**config.mk**
```make
export PLATFORM = sky130hd
export DESIGN_NAME = dispatch_demux
export DESIGN_NICKNAME = d
export VERILOG_FILES = /design/src/rtl/dispatch_pkg.sv /design/src/rtl/fifo2.sv /design/src/rtl/dispatch_demux.sv
export SDC_FILE = /design/constraint.sdc
export NUM_CORES = 1
export LEC_CHECK = 0
export CAP_MARGIN = 20
export CORE_MARGIN = 4
export CORE_UTILIZATION = 54
export DETAILED_ROUTE_END_ITERATION = 10
export GPL_ROUTABILITY_DRIVEN = 0
export PLACE_DENSITY = 0.91
export SYNTH_ARGS = -nofsm -noshare
export SYNTH_HDL_FRONTEND = slang
export SYNTH_SLANG_ARGS = --single-unit
```
**constraint.sdc**
```tcl
create_clock -name clk -period 4.8 [get_ports clk]
set_clock_uncertainty 0.15 [all_clocks]
set_input_delay 0.48 -clock clk [delete_from_list [all_inputs] [get_ports clk]]
set_output_delay 0.48 -clock clk [all_outputs]
set_load 0.05 [all_outputs]
```
**src/rtl/dispatch_pkg.sv**
```systemverilog
`default_nettype none
// ============================================================================
//  Module      : dispatch_pkg
//  Description : Shared constants and types for the dispatch demultiplexer
//                and its 2-entry destination queues.
//  Revision    : 1.0 - initial release
// ============================================================================
package dispatch_pkg;

    // Depth of each destination queue and width of the per-destination counters
    localparam int QDEPTH = 2;
    localparam int CNT_W  = 16;

    // Read/write pointer into a 2-entry queue
    typedef logic [0:0] ptr_t;

    // Occupancy of a queue: 0, 1 or 2 entries
    typedef logic [1:0] occ_t;

    localparam occ_t OCC_EMPTY = 2'd0;
    localparam occ_t OCC_FULL  = 2'd2;

    // Transfer counter type
    typedef logic [CNT_W-1:0] cnt_t;

endpackage : dispatch_pkg
`default_nettype wire

```
**src/rtl/fifo2.sv**
```systemverilog
`default_nettype none
// ============================================================================
//  Module      : fifo2
//  Description : Two-entry synchronous FIFO. Output is the registered head
//                entry; there is no path from din to dout in the same cycle.
//                Push while full and pop while empty are ignored.
//  Revision    : 1.0 - initial release
// ============================================================================
module fifo2
    import dispatch_pkg::*;
#(
    parameter int WIDTH = 32
) (
    input  logic             clk,
    input  logic             reset,
    input  logic             push,
    input  logic             pop,
    input  logic [WIDTH-1:0] din,
    output logic [WIDTH-1:0] dout,
    output logic             empty,
    output logic             full
);

    logic [WIDTH-1:0] mem_q [QDEPTH];
    ptr_t             wr_ptr_q, wr_ptr_d;
    ptr_t             rd_ptr_q, rd_ptr_d;
    occ_t             occ_q,    occ_d;

    logic             w_do_push;
    logic             w_do_pop;

    assign empty     = (occ_q == OCC_EMPTY);
    assign full      = (occ_q == OCC_FULL);
    assign dout      = mem_q[rd_ptr_q];

    // Guard against overflow/underflow regardless of what the caller requests
    assign w_do_push = push & ~full;
    assign w_do_pop  = pop  & ~empty;

    // Next-state for pointers and occupancy
    always_comb begin
        wr_ptr_d = wr_ptr_q;
        rd_ptr_d = rd_ptr_q;
        occ_d    = occ_q;
        if (w_do_push) begin
            wr_ptr_d = wr_ptr_q + ptr_t'(1);
        end
        if (w_do_pop) begin
            rd_ptr_d = rd_ptr_q + ptr_t'(1);
        end
        case ({w_do_push, w_do_pop})
            2'b10:   occ_d = occ_q + occ_t'(1);
            2'b01:   occ_d = occ_q - occ_t'(1);
            default: occ_d = occ_q;
        endcase
    end

    // Control state; reset empties the queue immediately
    always_ff @(posedge clk or posedge reset) begin
        if (reset) begin
            wr_ptr_q <= '0;
            rd_ptr_q <= '0;
            occ_q    <= OCC_EMPTY;
        end else begin
            wr_ptr_q <= wr_ptr_d;
            rd_ptr_q <= rd_ptr_d;
            occ_q    <= occ_d;
        end
    end

    // Payload storage; contents are meaningless while the slot is unoccupied
    always_ff @(posedge clk) begin
        if (w_do_push) begin
            mem_q[wr_ptr_q] <= din;
        end
    end

endmodule : fifo2
`default_nettype wire

```
**src/rtl/dispatch_demux.sv**
```systemverilog
`default_nettype none
// ============================================================================
//  Module      : dispatch_demux
//  Description : Routes a valid/ready input stream to one of two outputs by
//                in_sel, buffering each destination in its own 2-entry FIFO
//                and counting accepted payloads per destination.
//  Revision    : 1.0 - initial release
// ============================================================================
module dispatch_demux
    import dispatch_pkg::*;
#(
    parameter int WIDTH = 32
) (
    input  logic             clk,
    input  logic             reset,
    input  logic [WIDTH-1:0] in_data,
    input  logic             in_sel,
    input  logic             in_valid,
    output logic             in_ready,
    output logic [WIDTH-1:0] out0_data,
    output logic             out0_valid,
    input  logic             out0_ready,
    output logic [WIDTH-1:0] out1_data,
    output logic             out1_valid,
    input  logic             out1_ready,
    output logic [CNT_W-1:0] cnt0,
    output logic [CNT_W-1:0] cnt1
);

    logic w_full0, w_full1;
    logic w_empty0, w_empty1;
    logic w_push0, w_push1;
    logic w_pop0, w_pop1;

    cnt_t cnt0_q, cnt0_d;
    cnt_t cnt1_q, cnt1_d;

    // Ready depends only on the selected queue having room, so a full
    // queue never stalls traffic aimed at the other one
    assign in_ready   = in_sel ? ~w_full1 : ~w_full0;

    assign w_push0    = in_valid & in_ready & ~in_sel;
    assign w_push1    = in_valid & in_ready &  in_sel;

    assign out0_valid = ~w_empty0;
    assign out1_valid = ~w_empty1;
    assign w_pop0     = out0_valid & out0_ready;
    assign w_pop1     = out1_valid & out1_ready;

    fifo2 #(
        .WIDTH (WIDTH)
    ) u_q0 (
        .clk   (clk),
        .reset (reset),
        .push  (w_push0),
        .pop   (w_pop0),
        .din   (in_data),
        .dout  (out0_data),
        .empty (w_empty0),
        .full  (w_full0)
    );

    fifo2 #(
        .WIDTH (WIDTH)
    ) u_q1 (
        .clk   (clk),
        .reset (reset),
        .push  (w_push1),
        .pop   (w_pop1),
        .din   (in_data),
        .dout  (out1_data),
        .empty (w_empty1),
        .full  (w_full1)
    );

    // Counter next-state: one per accepted payload, wrapping naturally
    always_comb begin
        cnt0_d = cnt0_q;
        cnt1_d = cnt1_q;
        if (w_push0) begin
            cnt0_d = cnt0_q + cnt_t'(1);
        end
        if (w_push1) begin
            cnt1_d = cnt1_q + cnt_t'(1);
        end
    end

    // Counter registers
    always_ff @(posedge clk or posedge reset) begin
        if (reset) begin
            cnt0_q <= '0;
            cnt1_q <= '0;
        end else begin
            cnt0_q <= cnt0_d;
            cnt1_q <= cnt1_d;
        end
    end

    assign cnt0 = cnt0_q;
    assign cnt1 = cnt1_q;

endmodule : dispatch_demux
`default_nettype wire

```
=== After elaboration in Yosys (flattened, before gate mapping) ===
Memory sizes are Yosys's and may differ from the RTL's.
Cells that the tools add are included.
Widths: inputs -> output; s select.

* Output and inout port bits: 99
* Latch bits: 0
* Memory bits (writable): 128
* Memories kept: 2
* Bits in read-only memories: 0
* Word-level logic and storage cells: 51
* Bits in registers: 40

* Multiplexer cells: 7
* Shift-type cells: 0
* Divide/modulo/power cells: 0
* Reduce and logical (&&, ||, !) cells: 4
* Equal/unequal tests: 6
* $mul: 0
* Magnitude comparators: 0
* Add/subtract/negate cells: 10
* Bitwise operators: 14

{| class="wikitable"
|+ Memories
! memory !! depth !! width !! rd ports !! clocked after memory_dff !! write ports !! RTL line !! RTL
|-
| u_q0.mem_q || 2 || 32 || 1 || 0 || 1 || fifo2.sv:24 || <nowiki>logic [WIDTH-1:0] mem_q [QDEPTH];</nowiki>
|-
| u_q1.mem_q || 2 || 32 || 1 || 0 || 1 || fifo2.sv:24 ||
|}

{| class="wikitable"
|+ Operators with widths
! cell !! number
|-
| $add 16x1->16 const B || 2
|-
| $and 1x1->1 || 9
|-
| $eq 2x2->1 const B || 4
|-
| $pmux 2 s2 || 2
|-
| $mux 1 || 5
|-
| $not 1->1 || 5
|-
| $add 1x1->1 const B || 4
|-
| $add 2x1->2 const B || 2
|-
| $eq 2x1->1 const B || 2
|-
| $logic_not 2->1 || 2
|-
| $reduce_bool 2->1 || 2
|-
| $sub 2x1->2 const B || 2
|}

=== Depth between registers and ports, before layout ===
Gate-level depths: netlist of the first run.

* Depth after elaboration: 8
* Gate-level depth with buffers: 7
* Mapped depth without buffers: 7

=== By module ===
Synthesis of the first run repeated with hierarchy kept, for this count alone.

* Cells, all modules: 362
* Area total of the unflattened synthesis: 6,785.3 um^2

{| class="wikitable"
|+ By module, submodules not included
! module !! instances !! cells each !! area each (um^2)
|-
| fifo2 || 2 || 119 || 2,662.6
|-
| dispatch_demux || 1 || 124 || 1,460.2
|}

=== Worst setup path after synthesis of the first run ===
OpenSTA, ideal clock, no wires.

* Path kind: input port to flip-flop
* Start point: input port in_sel
* End point: memory u_q0.mem_q[0][0] (enable)
* Path buffers: 0
* Setup slack: 1,802 ps
* Data required time: 4,229 ps
* Stages on the path: 4
* Library setup time: 421 ps
* Arrival time: 2,427 ps
* Cells stage by stage: nand2b_1 nor2_1 inv_2 nor2_1

* Longest elaborated chain between the ends: 6

{| class="wikitable"
|+ Ends and longest elaborated chain
! what !! RTL line !! RTL
|-
| start: declaration || dispatch_demux.sv:17 || <nowiki>input logic in_sel,</nowiki>
|-
| $mux 1 || dispatch_demux.sv:40 || <nowiki>assign in_ready = in_sel ? ~w_full1 : ~w_full0;</nowiki>
|-
| $and 1x1->1 || dispatch_demux.sv:42 || <nowiki>assign w_push0 = in_valid & in_ready & ~in_sel;</nowiki>
|-
| $and 1x1->1 * || dispatch_demux.sv:42 ||
|-
| $and 1x1->1 * || fifo2.sv:37 || <nowiki>assign w_do_push = push & ~full;</nowiki>
|-
| $mux 1 * || fifo2.sv:73 || <nowiki>if (w_do_push) begin</nowiki>
|-
| $mux 1 (implied by the code) * || fifo2.sv:74 || <nowiki>mem_q[wr_ptr_q] <= din;</nowiki>
|-
| end: declaration || fifo2.sv:24 ||
|}

Mark *: on every way between the ends. The rest lies on a longest branch, timed or not.

=== Worst setup path after layout of the first run ===
* Start point: register u_q0.rd_ptr_q
* End point: output port out0_data[8]

* Longest elaborated chain between the ends: 1

{| class="wikitable"
|+ Ends and longest elaborated chain
! what !! RTL line !! RTL
|-
| start: declaration || fifo2.sv:26 || <nowiki>ptr_t rd_ptr_q, rd_ptr_d;</nowiki>
|-
| start signal: assignment || fifo2.sv:66 || <nowiki>rd_ptr_q <= rd_ptr_d;</nowiki>
|-
| $mem_v2 2x32 || n/a ||
|-
| end: declaration || dispatch_demux.sv:20 || <nowiki>output logic [WIDTH-1:0] out0_data,</nowiki>
|}

Every way passes these cells.

==> results of run 1 <==
## layer usage
layer | track usage [%] | wire length (µm) | vias up
li1 | - | - | 1638
met1 | 25.5 | 5640 | 1754
met2 | 32.5 | 6640 | 130
met3 | 6.97 | 894 | 11
met4 | 5.13 | 160 | 0
met5 | 0 | 0 | -
## cell usage after synthesis, drive strengths merged
master / number / area [µm²]
dfrtp: 40 / 1000
nor4: 2 / 42.5
nor3b: 1 / 12.5
nor3: 7 / 65.1
ha: 4 / 50.1
buf: 7 / 41.3
nand2b: 1 / 6.26
nor2: 9 / 33.8
edfxtp: 128 / 3840
nand4: 7 / 43.8
or2: 2 / 12.5
xnor2: 25 / 219
xor2: 15 / 131
mux2: 65 / 732
mux2i: 1 / 10.0
nand2: 15 / 56.3
nand3: 9 / 50.1
and3: 2 / 12.5
clkbuf: 3 / 11.3
inv: 4 / 15.0
and2: 6 / 37.5
nor2b: 2 / 17.5
and4: 3 / 26.3
or3: 2 / 17.5
## kinds of logic after synthesis
group         count (synthesis)  synth area share, %
fa+ha+maj                     4                0.771
flops                       168                 74.7
xor+xnor                     40                 5.40
mux                          66                 11.4
buf+inv                      14                 1.04
simple gates                 68                 6.69
## power by group through the flow
stage	logic, mW	clock network [mW]	registers [mW]
detailed placement	2.12	0	2.05
CTS	2.13	1.44	2.02
finish	2.11	1.42	2.02
global placement	2.08	0	2.03
global route	2.20	1.51	2.05
floorplan	1.36	0	2.10
## worst max path at each step
| stage | cells after the start | end | start |
|---|---|---|---|
| after floorplan | 4 | u_q0.mem_q[0][0] | in_sel |
| after global placement | 5 | u_q0.mem_q[0][10] | in_sel |
| after detailed placement | 5 | u_q0.mem_q[0][18] | in_sel |
| after CTS | 3 | out0_data[2] | u_q0.rd_ptr_q |
| after global routing | 3 | out0_data[12] | u_q0.rd_ptr_q |
| final | 3 | out0_data[8] | u_q0.rd_ptr_q |
## cell type report
class | count | area, µm²
multi-input cells | 178 | 1590
clock buffers | 17 | 425
repair buffers | 138 | 1380
fillers | 695 | 2980
inverters | 4 | 15.0
well taps | 143 | 179
clock inverters | 15 | 199
flip-flops and latches | 168 | 4850
## sequential cells by signal (all words and copies together), names as in the netlist
name	count
cnt0	16
cnt1	16
u_q0.mem_q	64
u_q0.occ_q	2
u_q0.rd_ptr_q	1
u_q0.wr_ptr_q	1
u_q1.mem_q	64
u_q1.occ_q	2
u_q1.rd_ptr_q	1
u_q1.wr_ptr_q	1
## worst max-delay path: stages (launching register included)
cell and delay [ns]:
dfrtp_1 0.72, buf_4 0.39, mux2_2 0.38, clkdlybuf4s50_1 0.71
## metrics by stage
step           setup WS (ns)  power (mW)  util, %  instance area, µm²
3_3_place_gp            1.87        4.11     69.0                8010
5_1_grt                 1.44        5.76     74.3                8630
2_1_floorplan           1.80        3.46        -                6490
3_5_place_dp            1.76        4.16     69.0                8010
6_report                1.55        5.55     74.3                8630
4_1_cts                 1.52        5.60     74.3                8630
==> results.py, run 1 <==
metrics = {
    "worst_hold_path": {
        "hold_depth": 1,
        "min_to": "cnt1[15]",
        "worstHoldStart": "cnt1[15]",
        "hold_class": "reg2reg",
    },
    "sta": {
        "maxSlewHeadroom_pct": 31.4,
        "fin_crit_ns": 3.25,
        "worst_pin_slew_ns": 1.03,
        "report.final.slew_viol_count": 0,
        "hold_viol": 0,
        "hold_ws_ns": 0.316,
        "finalCritPeriodShare_pct": 67.6,
        "setup_viol": 0,
        "rsz0062_at_grt": "no",
        "max_freq_ghz": 0.308,
        "finalSetupTns_ns": 0,
    },
    "setup_path": {
        "start_kind": "flip-flop",
        "cp_max_fo": 20,
        "reg2regPathDepth": 4,
        "critPathKind": "reg2out",
        "arrival_ns": 2.62,
        "end_kind": "output port",
        "cp.required_ns": 4.17,
        "regToRegEndpoint": "u_q0.mem_q[0][13]",
        "r2r_start": "u_q0.occ_q[1]",
        "reg2reg_slack_ns": 2.41,
    },
    "grt": {
        "grt_usage_pct": 19.8,
        "grt_max_degree": 41,
        "grt_pass1_vias": 3867,
        "grt_pass1_wl_mm": 21.2,
        "overflow": 0,
        "antenna_found_initial": 0,
    },
    "floorplan": {
        "die_area_um2": 13800,
        "start_util_pct": 55.9,
        "boundaryPins": 137,
        "rows": 39,
        "fp.dieH_um": 118,
        "design.core.area_um2": 11600,
        "die_w_um": 118,
    },
    "power_and_ir_drop": {
        "p_switching_mw": 2.09,
        "ir_drop_uv": 408,
        "powerDensity_nw_per_um2": 643,
        "leakagePower_nw": 3.08,
        "p_int_mw": 3.46,
        "p_clk_share_pct": 25.6,
        "switching_share_pct": 37.7,
        "seq_power_share_pct": 36.4,
        "comb_power_share_pct": 38.0,
    },
    "synthesis": {
        "synth_warnings": 0,
        "syn_nets": 402,
        "synth.distinct_cells": 29,
        "syn_area_um2": 6490,
        "seq_area_frac_synth_pct": 74.7,
        "ys_ff_latch": 168,
        "syn_inst": 360,
        "syn_area_per_cell_um2": 18.0,
    },
    "cells_and_area": {
        "final_common_cell": "clkdlybuf4s50_1",
        "final_cell_mix": "clkdlybuf4s50_1, edfxtp_1, mux2_2",
        "diodes": 0,
        "final_cells": 663,
        "drive_gt1_share_pct": 23.1,
        "area_growth_pct": 33.1,
        "finalNetCount": 549,
    },
    "placement": {
        "dp_hpwl_mm": 8.66,
        "port_buffers": 136,
        "dp_cells": 631,
    },
    "cts": {
        "clk_pin_slew_ns": 0.06,
        "cts.hold.buffers_added": 0,
        "clk_latency_ns": 0.41,
        "clock-sinks": 168,
        "cts_resized": 0,
        "numCtsBuffers": 17,
        "h-tree-depth": 4,
        "clockBufferDepth": 2,
        "root_buffer": "clkbuf_16",
        "cts_tree": "yes",
        "post-cts-setup-buffers": 0,
    },
    "flow_run": {
        "max_cap_viol_count": 0,
    },
    "detailed_routing": {
        "drt_drc_violations_left": 0,
        "wl_per_cell_um": 20.1,
        "viasPerCell": 5.33,
        "first_iter_violations": 228,
        "antenna_left": 0,
        "num_vias": 3533,
        "first_pass_iters": 4,
        "wl_mm": 13.3,
    },
    "status": {
        "outcome": "completed",
    },
}
No activity file was read; power rests on OpenSTA's default activity.
==> run 2: changes to the inputs <==
--- a/config.mk
+++ b/config.mk
@@ -7,10 +7,10 @@
 export LEC_CHECK = 0
 export CAP_MARGIN = 20
 export CORE_MARGIN = 4
-export CORE_UTILIZATION = 54
+export CORE_UTILIZATION = 51
 export DETAILED_ROUTE_END_ITERATION = 10
 export GPL_ROUTABILITY_DRIVEN = 0
-export PLACE_DENSITY = 0.91
+export PLACE_DENSITY = 0.87
 export SYNTH_ARGS = -nofsm -noshare
 export SYNTH_HDL_FRONTEND = slang
 export SYNTH_SLANG_ARGS = --single-unit
==> constraint.sdc (replaced) <==
create_clock -name clk -period 3.4 [get_ports clk]
set_clock_uncertainty 0.15 [all_clocks]
set_input_delay 0.34 -clock clk [delete_from_list [all_inputs] [get_ports clk]]
set_output_delay 0.34 -clock clk [all_outputs]
set_load 0.05 [all_outputs]
==> run 2 against run 1 <==
  * Worst hold slack got worse by 0.094 ns
  * Global-route usage down 0.17 points
  * Power increased by 38%
  * Critical endpoint is now out0_data[9]
  * Clock power is 27% higher
  * Flip-flop and latch count unchanged
  * Largest power group unchanged
  * Clock-buffer cell count rose by 2
  * Cell count rose by 4.4%
  * Sequential power is 36% higher
  * Combinational power increased by 48%
  * Register-to-register slack lost 1.3 ns
==> results.py, run 2 (same netlist as run 1, synthesis figures left out) <==
metrics = {
    "setup_path": {
        "cp.required_ns": 2.91,
        "arrival_ns": 2.31,
        "startpoint": "u_q0.rd_ptr_q",
        "crit_slowest_cell": "clkdlybuf4s50_1",
        "slowest_delay_ns": 0.71,
        "start_kind": "flip-flop",
        "regToRegEndpoint": "u_q1.mem_q[0][13]",
        "cp_max_fo": 32,
        "cp_cell_sequence": "buf_4, mux2_2, clkdlybuf4s50_1",
        "reg2reg_slack_ns": 1.15,
        "end_kind": "output port",
        "reg2regPathDepth": 5,
        "r2r_start": "u_q1.occ_q[1]",
        "crit_path_end": "out0_data[9]",
        "critPathKind": "reg2out",
    },
    "grt": {
        "overflow": 0,
        "grt_pass1_wl_mm": 21.7,
        "grt_usage_pct": 19.7,
        "grt_pass1_vias": 3946,
        "grt_max_degree": 33,
        "antenna_found_initial": 0,
    },
    "cells_and_area": {
        "area_growth_pct": 33.1,
        "multi_input_area_um2": 1590,
        "final_common_cell": "clkdlybuf4s50_1",
        "final_cell_mix": "clkdlybuf4s50_1, edfxtp_1, mux2_2",
        "top_regs": "u_q0.mem_q (64), u_q1.mem_q (64)",
        "fillers": 810,
        "seq_area_um2": 4840,
        "drive_gt1_share_pct": 23.1,
        "diodes": 0,
        "finalNetCount": 553,
    },
    "flow_run": {
        "max_cap_viol_count": 0,
    },
    "sta": {
        "worst_pin_slew_ns": 0.851,
        "finalSetupTns_ns": 0,
        "hold_viol": 0,
        "maxSlewHeadroom_pct": 43.2,
        "max_freq_ghz": 0.357,
        "hold_ws_ns": 0.222,
        "fin_crit_ns": 2.80,
        "finalCritPeriodShare_pct": 82.4,
        "rsz0062_at_grt": "no",
        "setup_viol": 0,
        "report.final.slew_viol_count": 0,
    },
    "floorplan": {
        "start_util_pct": 53.1,
        "rows": 40,
        "boundaryPins": 137,
        "design.core.area_um2": 12200,
        "fp.dieH_um": 121,
        "die_w_um": 121,
        "die_area_um2": 14600,
    },
    "detailed_routing": {
        "viasPerCell": 5.21,
        "first_iter_violations": 203,
        "wl_per_cell_um": 19.5,
        "num_vias": 3604,
        "drt_drc_violations_left": 0,
        "antenna_left": 0,
        "wl_mm": 13.5,
        "first_pass_iters": 6,
    },
    "cts": {
        "cts.hold.buffers_added": 0,
        "cts_tree": "yes",
        "h-tree-depth": 4,
        "clk_pin_slew_ns": 0.07,
        "clockBufferDepth": 2,
        "post-cts-setup-buffers": 0,
        "numCtsBuffers": 17,
        "root_buffer": "clkbuf_16",
        "clock-sinks": 168,
        "cts_resized": 0,
        "clk_latency_ns": 0.41,
    },
    "placement": {
        "dp_hpwl_mm": 9.26,
        "port_buffers": 136,
    },
    "power_and_ir_drop": {
        "leakagePower_nw": 3.07,
        "powerDensity_nw_per_um2": 888,
        "ir_drop_uv": 606,
    },
    "worst_hold_path": {
        "hold_class": "in2async",
    },
    "status": {
        "outcome": "completed",
    },
}
run 2: cell types whose count changed in the layout (fill, tap and decap cells not counted):
| cell | previous run | this run |
|---|---|---|
| dfrtp_1 | 39 | 40 |
| buf_4 | 2 | 5 |
| buf_12 | 0 | 1 |
| bufinv_16 | 4 | 1 |
| inv_6 | 2 | 4 |
| clkbuf_1 | 0 | 2 |
| clkinv_2 | 3 | 2 |
| dfrtp_2 | 1 | 0 |
run 2: report_power, final:
group,switching (mW),leakage [nW],internal [mW]
clock network,0.779,0.264,1.02
registers,0.189,1.68,2.55
logic,2.01,1.13,1.12
run 2: cell type report:
type | count | area share, %
clock inverters | 13 | 1.41
well taps | 168 | 2.43
repair buffers | 142 | 16.4
multi-input cells | 178 | 18.5
flip-flops and latches | 168 | 56.1
inverters | 4 | 0.174
clock buffers | 19 | 5.01
run 2: worst min-delay path by stage:
stage | start | endpoint | slack (ns) | cells past startpoint
floorplan | in_data[0] | u_q0.mem_q[0][0] | 0.29 | 0
global route | reset | cnt0[7] | 0.32 | 2
CTS | reset | cnt0[8] | 0.22 | 2
detailed placement | cnt0[15] | cnt0[15] | 0.32 | 1
global placement | u_q0.rd_ptr_q | u_q0.rd_ptr_q | 0.31 | 1
finish | reset | cnt0[6] | 0.22 | 2
run 2: layer usage:
metal  vias to the layer above  track usage [%]  wire (µm)
met5                         -                0          0
met4                         0             5.59        157
met3                        16             7.39        984
met2                       124             32.4       6830
met1                      1820             24.5       5540
li1                       1644                -          -
run 2: worst max-delay path: cells and delay by family, from the launching register on:
family / cells / cell delay [ns]
buffers and inverters: 2 / 1.10
flip-flops: 1 / 0.37
multiplexers: 1 / 0.41
run 2: stage by stage:
stage / instance area, µm² / setup WS (ns) / power (mW) / utilization, % / instances
6_report: 8640 / 0.598 / 7.67 / 70.7 / 692
5_1_grt: 8640 / 0.503 / 7.98 / 70.7 / 692
4_1_cts: 8640 / 0.565 / 7.74 / 70.7 / 692
3_5_place_dp: 8080 / 0.682 / 5.92 / 66.2 / 660
3_3_place_gp: 8080 / 0.806 / 5.85 / 66.2 / 660
2_1_floorplan: 6490 / 0.541 / 4.88 / - / 360
